File: config.mk
export PLATFORM = sky130hd
export DESIGN_NAME = lsu_mc
export DESIGN_NICKNAME = d
export VERILOG_FILES = /design/src/rtl/lsu_pkg.sv /design/src/rtl/lsu_lane_align.sv /design/src/rtl/lsu_mc.sv
export SDC_FILE = /design/constraint.sdc
export NUM_CORES = 1
export LEC_CHECK = 0
export CORE_ASPECT_RATIO = 0.75
export CORE_UTILIZATION = 40
export CTS_CLUSTER_SIZE = 20
export DETAILED_ROUTE_END_ITERATION = 8
export MAX_ROUTING_LAYER = met4
export PLACE_DENSITY = 0.73
export SYNTH_ARGS = -nofsm -noshare
export SYNTH_HDL_FRONTEND = slang
export SYNTH_HIERARCHICAL = 1
export SYNTH_SLANG_ARGS = --single-unit
export TNS_END_PERCENT = 5
File: constraint.sdc
create_clock -name clk -period 2.2 [get_ports clk]
set_input_delay 0.33 -clock clk [delete_from_list [all_inputs] [get_ports clk]]
set_output_delay 0.33 -clock clk [all_outputs]
set_load 0.01 [all_outputs]
File: src/rtl/lsu_pkg.sv
// lsu_pkg: encodings, FSM states and lane helper functions for lsu_mc
package lsu_pkg;
  localparam logic [2:0] LD_LW = 3'b000, LD_LH = 3'b001, LD_LB = 3'b010, LD_LHU = 3'b011, LD_LBU = 3'b100;
  localparam logic [1:0] ST_NONE = 2'b00, ST_SW = 2'b01, ST_SH = 2'b10, ST_SB = 2'b11;
  typedef enum logic [1:0] {S_IDLE, S_REQ, S_RESP, S_DONE} state_t;
  function automatic logic [3:0] base_mask(input logic [1:0] sz);
    return sz == ST_SW ? 4'b1111 : sz == ST_SH ? 4'b0011 : 4'b0001;
  endfunction
  function automatic logic [31:0] extend(input logic [2:0] ld, input logic [31:0] d);
    return ld == LD_LH  ? {{16{d[15]}}, d[15:0]} :
           ld == LD_LB  ? {{24{d[7]}}, d[7:0]} :
           ld == LD_LHU ? {16'b0, d[15:0]} :
           ld == LD_LBU ? {24'b0, d[7:0]} : d;
  endfunction
endpackage

File: src/rtl/lsu_lane_align.sv
// lsu_lane_align: store byte-lane mask/data shift and two-beat load merge/extend
module lsu_lane_align import lsu_pkg::*; (
  input  logic [1:0]  off,
  input  logic [1:0]  sz,
  input  logic [2:0]  ld,
  input  logic [31:0] wdata,
  input  logic [31:0] beat1,
  input  logic [31:0] beat2,
  output logic [7:0]  mask,
  output logic [63:0] wdata_sh,
  output logic [31:0] rdata
);
  logic [31:0] merged;
  assign mask = {4'b0, base_mask(sz)} << off;
  assign wdata_sh = {32'b0, wdata} << {off, 3'b000};
  assign merged = 32'({beat2, beat1} >> {off, 3'b000});
  assign rdata = extend(ld, merged);
endmodule

File: src/rtl/lsu_mc.sv
// lsu_mc: multi-cycle load/store unit on a req/gnt/rvalid bus; define LSU_MISALIGN_SPLIT_EN to split misaligned accesses into two beats
module lsu_mc import lsu_pkg::*; #(
  parameter int ADDR_W      = 32,
  parameter int TIMEOUT_CYC = 64,
  parameter int RD_ADDR_W   = 5
) (
  input  logic                 clk,
  input  logic                 rst,
  input  logic                 lsu_valid_i,
  output logic                 lsu_ready_o,
  input  logic [ADDR_W-1:0]    addr_i,
  input  logic [2:0]           ld_cntr_i,
  input  logic [1:0]           st_cntr_i,
  input  logic [31:0]          wdata_i,
  input  logic [RD_ADDR_W-1:0] rd_addr_i,
  output logic                 dmem_req,
  input  logic                 dmem_gnt,
  output logic [ADDR_W-1:0]    dmem_addr,
  output logic                 dmem_we,
  output logic [3:0]           dmem_be,
  output logic [31:0]          dmem_wdata,
  input  logic                 dmem_rvalid,
  input  logic [31:0]          dmem_rdata,
  input  logic                 dmem_err,
  output logic                 done_o,
  output logic                 reg_write_o,
  output logic [RD_ADDR_W-1:0] rd_addr_o,
  output logic [31:0]          rdata_o,
  output logic                 err_o,
  output logic                 misalign_o
);
  localparam int TW = $clog2(TIMEOUT_CYC + 2);
  state_t state, state_n;
  logic [ADDR_W-1:0] addr_q;
  logic [2:0] ld_q;
  logic [1:0] sz_q, sz;
  logic [31:0] wdata_q, buf1, buf2, ld_data;
  logic [RD_ADDR_W-1:0] rd_q;
  logic [TW-1:0] tcnt;
  logic [7:0] mask8;
  logic [63:0] wdata64;
  logic we_q, err_q, mis_q, beat, two;
  logic accept, is_st, word, half, mis, ill, skip, to_hit;
  assign accept = lsu_valid_i && state == S_IDLE;
  assign is_st = st_cntr_i != ST_NONE;
  assign word = is_st ? st_cntr_i == ST_SW : ld_cntr_i == LD_LW;
  assign half = is_st ? st_cntr_i == ST_SH : ld_cntr_i == LD_LH || ld_cntr_i == LD_LHU;
  assign sz = is_st ? st_cntr_i : word ? ST_SW : half ? ST_SH : ST_SB;
  assign mis = word && addr_i[1:0] != 2'b00 || half && addr_i[1:0] == 2'b11;
  assign ill = !is_st && ld_cntr_i > LD_LBU;
`ifdef LSU_MISALIGN_SPLIT_EN
  localparam bit SPLIT = 1'b1;
  logic beat_q, two_q;
  always_ff @(posedge clk)
    if (rst) {beat_q, two_q} <= 2'b00;
    else if (accept) {beat_q, two_q} <= {1'b0, mis};
    else if (state == S_RESP && dmem_rvalid && two_q) beat_q <= 1'b1;
  assign beat = beat_q;
  assign two = two_q;
`else
  localparam bit SPLIT = 1'b0;
  assign beat = 1'b0;
  assign two = 1'b0;
`endif
  assign skip = ill || mis && !SPLIT;
  assign to_hit = TIMEOUT_CYC != 0 && int'(tcnt) + 1 == TIMEOUT_CYC &&
                  (state == S_REQ && !dmem_gnt || state == S_RESP && !dmem_rvalid);
  lsu_lane_align u_align (
    .off(addr_q[1:0]), .sz(sz_q), .ld(ld_q), .wdata(wdata_q), .beat1(buf1), .beat2(buf2),
    .mask(mask8), .wdata_sh(wdata64), .rdata(ld_data)
  );
  always_ff @(posedge clk)
    state <= rst ? S_IDLE : state_n;
  always_comb begin
    state_n = state;
    case (state)
      S_IDLE:  state_n = accept ? (skip ? S_DONE : S_REQ) : S_IDLE;
      S_REQ:   state_n = dmem_gnt ? S_RESP : to_hit ? S_DONE : S_REQ;
      S_RESP:  state_n = dmem_rvalid ? (two && !beat ? S_REQ : S_DONE) : to_hit ? S_DONE : S_RESP;
      default: state_n = S_IDLE;
    endcase
  end
  always_ff @(posedge clk)
    if (rst || state_n != state || dmem_gnt || dmem_rvalid) tcnt <= '0;
    else if (state == S_REQ || state == S_RESP) tcnt <= tcnt + 1'b1;
  always_ff @(posedge clk)
    if (rst) begin
      {addr_q, ld_q, sz_q, wdata_q, rd_q, we_q, err_q, mis_q, buf1, buf2} <= '0;
    end else if (accept) begin
      {addr_q, ld_q, sz_q, wdata_q, rd_q, we_q} <= {addr_i, ld_cntr_i, sz, wdata_i, rd_addr_i, is_st};
      err_q <= skip;
      mis_q <= mis;
    end else if (state == S_RESP && dmem_rvalid) begin
      buf1 <= beat ? buf1 : dmem_rdata;
      buf2 <= beat ? dmem_rdata : buf2;
      err_q <= err_q | dmem_err;
    end else if (to_hit) begin
      err_q <= 1'b1;
    end
  assign lsu_ready_o = state == S_IDLE;
  assign dmem_req = state == S_REQ;
  assign dmem_addr = dmem_req ? {addr_q[ADDR_W-1:2] + (ADDR_W-2)'(beat), 2'b00} : '0;
  assign dmem_we = dmem_req && we_q;
  assign dmem_be = dmem_req ? (beat ? mask8[7:4] : mask8[3:0]) : 4'b0;
  assign dmem_wdata = dmem_we ? (beat ? wdata64[63:32] : wdata64[31:0]) : 32'b0;
  assign done_o = state == S_DONE;
  assign reg_write_o = done_o && !we_q && !err_q;
  assign rd_addr_o = done_o ? rd_q : '0;
  assign rdata_o = reg_write_o ? ld_data : 32'b0;
  assign err_o = done_o && err_q;
  assign misalign_o = done_o && mis_q;
endmodule

# Word level (Yosys, flattened, before mapping)
# Index checks and enable logic that the tools add are counted.
# Widths: inputs -> output; s select.
[totals]
mem_bits_rw = 0
output_inout_bits = 112
latchBits = 0
romBits = 0
input_bits = 112
register_bits = 118
memories = 0
[classes]
div_mod_pow = 0
muxes = 26
mul = 0
order_cmp = 1
n_bitwise = 2
add_sub_neg = 2
n_reduce_logical = 32
shift = 3
eq_ne = 16
[ops]
columns = ["cell", "count"]
rows = [
  ["$mux 32", 7],
  ["$shl 32x5->32", 1],
  ["$shr 32x5->32", 1],
  ["$mux 2", 7],
  ["$logic_and 1x1->1", 13],
  ["$eq 2x2->1 const B", 5],
  ["$eq 3x2->1 const B", 3],
  ["$add 7x1->8 const B", 1],
  ["$eq 8x7->1 const B", 1],
  ["$logic_or 1x1->1", 8],
  ["$mux 1", 8],
  ["$mux 4", 2],
  ["$add 7x1->7 const B", 1],
  ["$eq 2x1->1 const B", 3],
  ["$eq 3x1->1 const B", 2],
  ["$pmux 2 s3", 1],
  ["$logic_not 1->1", 5],
  ["$mux 5", 1],
  ["$reduce_bool 2->1", 2],
  ["$shl 4x2->4", 1],
  ["$eq 3x3->1 const B", 1],
  ["$gt 3x3->1 const B", 1],
  ["$logic_not 3->1", 1],
  ["$reduce_bool 3->1", 1],
  ["5 further kinds", 5],
]

# Longest topological paths before layout
[depth]
ltp_word = 13
ltp_mapped = 9
depth_no_buf = 8

# Hierarchy
# The synthesis kept the hierarchy.
[by_module_without_submodules]
columns = ["module", "cells_per_inst", "area_per_inst_um2", "instances"]
rows = [
  ["lsu_mc", 691, 5276.3, 1],
  ["lsu_lane_align", 270, 2035.7, 1],
]

# Worst setup path before layout
# Ideal clock, no wire load.
[synth_path]
path_type = "register to register"
from = "reg state[1]"
to = "reg tcnt[0]"
t_required_ns = 2.058
setup_slack_ns = -0.080
path_buffers = 1
stages_incl_launch_ff = 10
synth_period_minus_slack_ns = 2.280
setup_ns = 0.142
t_arrival_ns = 2.137
cell_sequence = "dfxtp_1 inv_1 ha_1 and2_1 clkbuf_1 o221ai_1 nand4_1 mux2_2 a21oi_1 a2111oi_1"
[synth_between]
elab_cells_between_ends = 19
classes_between = "3 x eq/ne; 6 x mux; 10 x reduce/logical"
[synth_rtl]
columns = ["element", "line", "source"]
rows = [
  ["start: declaration", "lsu_mc.sv:33", "state_t state, state_n;"],
  ["start signal: assignment", "lsu_mc.sv:73", "state <= rst ? S_IDLE : state_n;"],
  ["$logic_not 2->1 (*)", "n/a", ""],
  ["via lsu_ready_o", "lsu_mc.sv:10", "output logic lsu_ready_o,"],
  ["$logic_and 1x1->1", "lsu_mc.sv:44", "assign accept = lsu_valid_i && state == S_IDLE;"],
  ["$mux 2", "lsu_mc.sv:77", "S_IDLE: state_n = accept ? (skip ? S_DONE : S_REQ) : S_IDLE;"],
  ["$pmux 2 s3 (*)", "lsu_mc.sv:76", "case (state)"],
  ["$ne 2x2->1 (*)", "lsu_mc.sv:84", "if (rst || state_n != state || dmem_gnt || dmem_rvalid) tcnt <= '0;"],
  ["$logic_or 1x1->1 (*) (3 in a row)", "lsu_mc.sv:84", ""],
  ["end signal: assignment", "lsu_mc.sv:85", "else if (state == S_REQ || state == S_RESP) tcnt <= tcnt + 1'b1;"],
  ["end: declaration", "lsu_mc.sv:39", "logic [TW-1:0] tcnt;"],
]
# Mark *: on every way through the listed nets, which the timed path passes. The rest lies on a longest branch.
# A chain may end at the register's enable or synchronous reset.

# Worst setup path after layout
[layout_path]
from = "reg addr_q[0]"
to = "out rdata_o[22]"
[layout_between]
elab_chain_len = 6
[layout_lines]
columns = ["element", "line", "source"]
rows = [
  ["start: declaration", "lsu_mc.sv:34", "logic [ADDR_W-1:0] addr_q;"],
  ["start signal: assignment", "lsu_mc.sv:90", "{addr_q, ld_q, sz_q, wdata_q, rd_q, we_q} <= {addr_i, ld_cntr_i, sz, wdata_i, rd_addr_i, is_st};"],
  ["$shr 32x5->32 (*)", "lsu_lane_align.sv:16", "assign merged = 32'({beat2, beat1} >> {off, 3'b000});"],
  ["$mux 32", "lsu_pkg.sv:13", "ld == LD_LBU ? {24'b0, d[7:0]} : d;"],
  ["$mux 32", "lsu_pkg.sv:12", "ld == LD_LHU ? {16'b0, d[15:0]} :"],
  ["$mux 32", "lsu_pkg.sv:11", "ld == LD_LB ? {{24{d[7]}}, d[7:0]} :"],
  ["$mux 32 (*)", "lsu_pkg.sv:10", "return ld == LD_LH ? {{16{d[15]}}, d[15:0]} :"],
  ["via ld_data[22]", "lsu_mc.sv:37", "logic [31:0] wdata_q, buf1, buf2, ld_data;"],
  ["$mux 32 (*)", "lsu_mc.sv:109", "assign rdata_o = reg_write_o ? ld_data : 32'b0;"],
  ["end: declaration", "lsu_mc.sv:28", "output logic [31:0] rdata_o,"],
]
# Marks and branches as above.

==> run metrics <==
run status complete, but fails checks; violations in the final reports setup timing; power density normalized to cell area ~650 mW/mm^2; area post-placement 0.00997 sq mm; cell at the slowest stage of the critical path sky130_fd_sc_hd__dfxtp_4; worst slew margin relative to its limit 0.612; worst-case clock skew between 0.01 and 0.015 ns; combined buffer and inverter count along the critical path 4; instance count of the mapped netlist 911; DRC violations left 0; Overflow after GRT 0; worst voltage drop across the vdd grid 0.509 mV; cell seen most often among critical-path stages sky130_fd_sc_hd__buf_12; DPL Wire Length 15700 um; largest fanout on the critical path 6; Core ar. 0.0170 sq mm; final critical delay including setup and external delays 2.51 ns; final std cells w/o fill 1451; share of layout cells above drive strength 1 0.208; Required @ worst endpoint 1.87 ns; Tightest Pin Transition about 0.58 ns; number of antenna violations at the first check in global routing 1; arrival time of data at the critical path endpoint 2.18 ns; average footprint of a synthesized cell 7.74 sq um; Die Y around 120 um; Cells after DPL 1397; cell at the root of the clock tree sky130_fd_sc_hd__clkbuf_16; Routed wire per std cell 16.8 um; via count of the first global-routing pass ~7300; Die Outline Area 0.0182 sq mm; maximum clock frequency ~400 MHz; Num CTS Buffers 17; Final WS setup -0.311 ns; post-route cell area roughly 0.011 sq mm; max-slew violations 0; vias per cell between 5 and 6; clock sinks about 120; critical path cell sequence buf_6, mux2i_4, o22ai_4, a22oi_4, buf_12, buf_12, o21ai_2, and2_1, buf_2; gp weighted congestion 0.873; number of failing setup endpoints in the final timing report 63; Routed Wire Length 24300 um; input/output buffers 221; Max Buffers Root-to-Sink 2; first-pass GRT wire length 38200 um; most frequent standard cell in the layout excluding fill and tap cells sky130_fd_sc_hd__nand2_1; Clock H-tree levels 4; highest cell delay on the worst timing path 0.44 ns; global-route total usage across every layer 0.281; Critical Setup Path Class reg2out; insertion delay to the later sink of the worst-skew pair around 0.42 ns; highest-count cells in the layout ignoring fill and taps 224 x sky130_fd_sc_hd__nand2_1, 122 x sky130_fd_sc_hd__a21oi_1, 118 x sky130_fd_sc_hd__clkdlybuf4s50_1; Period Utilization, post-route 1.14; die outline width 155 um; Area Overhead vs Synth 56.1%; Fin. Hold Viols 0; iteration-0 DRC count of the detailed router 679; Initial Util 0.414; detailed-routing iteration count for the pre-antenna-repair pass 6; max-cap violation count 0; Critical Path End Type primary output; hold_buf cts 0; class of the most critical hold timing path in2reg; total number of nets in the final design 1320; setup repair after global routing missed its margin true; Static Leak 0.00468 uW; pin count of the biggest net entering global routing 112; warnings from Yosys 6; Routed Antenna Nets 0; kind of start point of the critical path flip-flop; Top delay family on crit path buffers and inverters; share of the core filled with cells in the final layout 0.646; clock-pin transition on the worst setup and hold timing paths 0.05 ns; Site Rows between 40 and 50; overall via count from detail_route 7481; TritonCTS clock tree done; I/O pin cnt 224; post-synthesis instance area 0.00705 sq mm
[power breakdown]
part	leakage [uW]	switching, uW	internal, uW
sequential	0.000966	141	2290
clock	0.000286	1060	1820
combinational	0.00343	912	877
total	0.00468	2120	4990
[sequential cells by signal, indices dropped and copies added (netlist names)]
name / flops
addr_q: 32
buf1: 32
err_q: 1
ld_q: 3
mis_q: 1
rd_q: 5
state: 2
sz_q: 2
tcnt: 7
wdata_q: 32
we_q: 1
[worst reg2reg max path: cells and delay by family (launching register included)]
family | cells | cell delay, ns
simple gates | 2 | 0.39
fa+ha+maj | 1 | 0.31
mux | 1 | 0.23
flops | 1 | 0.47
buf+inv | 1 | 0.14
compound gates | 2 | 0.52
[through the flow]
stage	power, uW	TNS, ns	hold WS (ns)	setup slack [ns]
floorplan	3360	0	0.432	0.0180
global placement	4000	-2.15	0.437	-0.271
detailed placement	4030	-3.12	0.442	-0.275
CTS	7070	-9.00	0.385	-0.244
global route	7400	-18.02	0.400	-0.377
finish	7110	-12.06	0.399	-0.311
[repair_timing]
action,in CTS,in global routing
setup buffers,16,1
pin swaps,11,5
setup endpoints to repair,115,80
gates cloned,6,0
resized for setup,296,12
[area by class of cell]
cell class	count	area [sq um]
Timing Repair Buffer	308	3010
Sequential cell	118	2370
Inverter	15	56.3
Clock buffer	18	439
Clock inverter	13	169
Tap cell	236	295
Fill cell	1437	6030
Antenna cell	1	2.50
Multi-Input combinational cell	742	4650
[path summary, 6_finish.rpt]
| check | end | slack [ns] | startpoint | cells after the start |
|---|---|---|---|---|
| max | rdata_o[22] | -0.31 | addr_q[0] | 9 |
| max reg2reg | tcnt[5] | 0.03 | tcnt[1] | 7 |
| min | tcnt[0] | 0.40 | rst | 3 |
| min reg2reg | addr_q[2] | 0.45 | addr_q[2] | 2 |
[routing by layer]
| layer | part of all wire | global-route usage | routed length, um |
|---|---|---|---|
| met5 | 0 | - | 0 |
| met4 | 0.020 | 0.0961 | 491 |
| met3 | 0.086 | 0.0810 | 2090 |
| met2 | 0.47 | 0.448 | 11500 |
| met1 | 0.42 | 0.344 | 10300 |
Power figures use the tool's default switching activity.
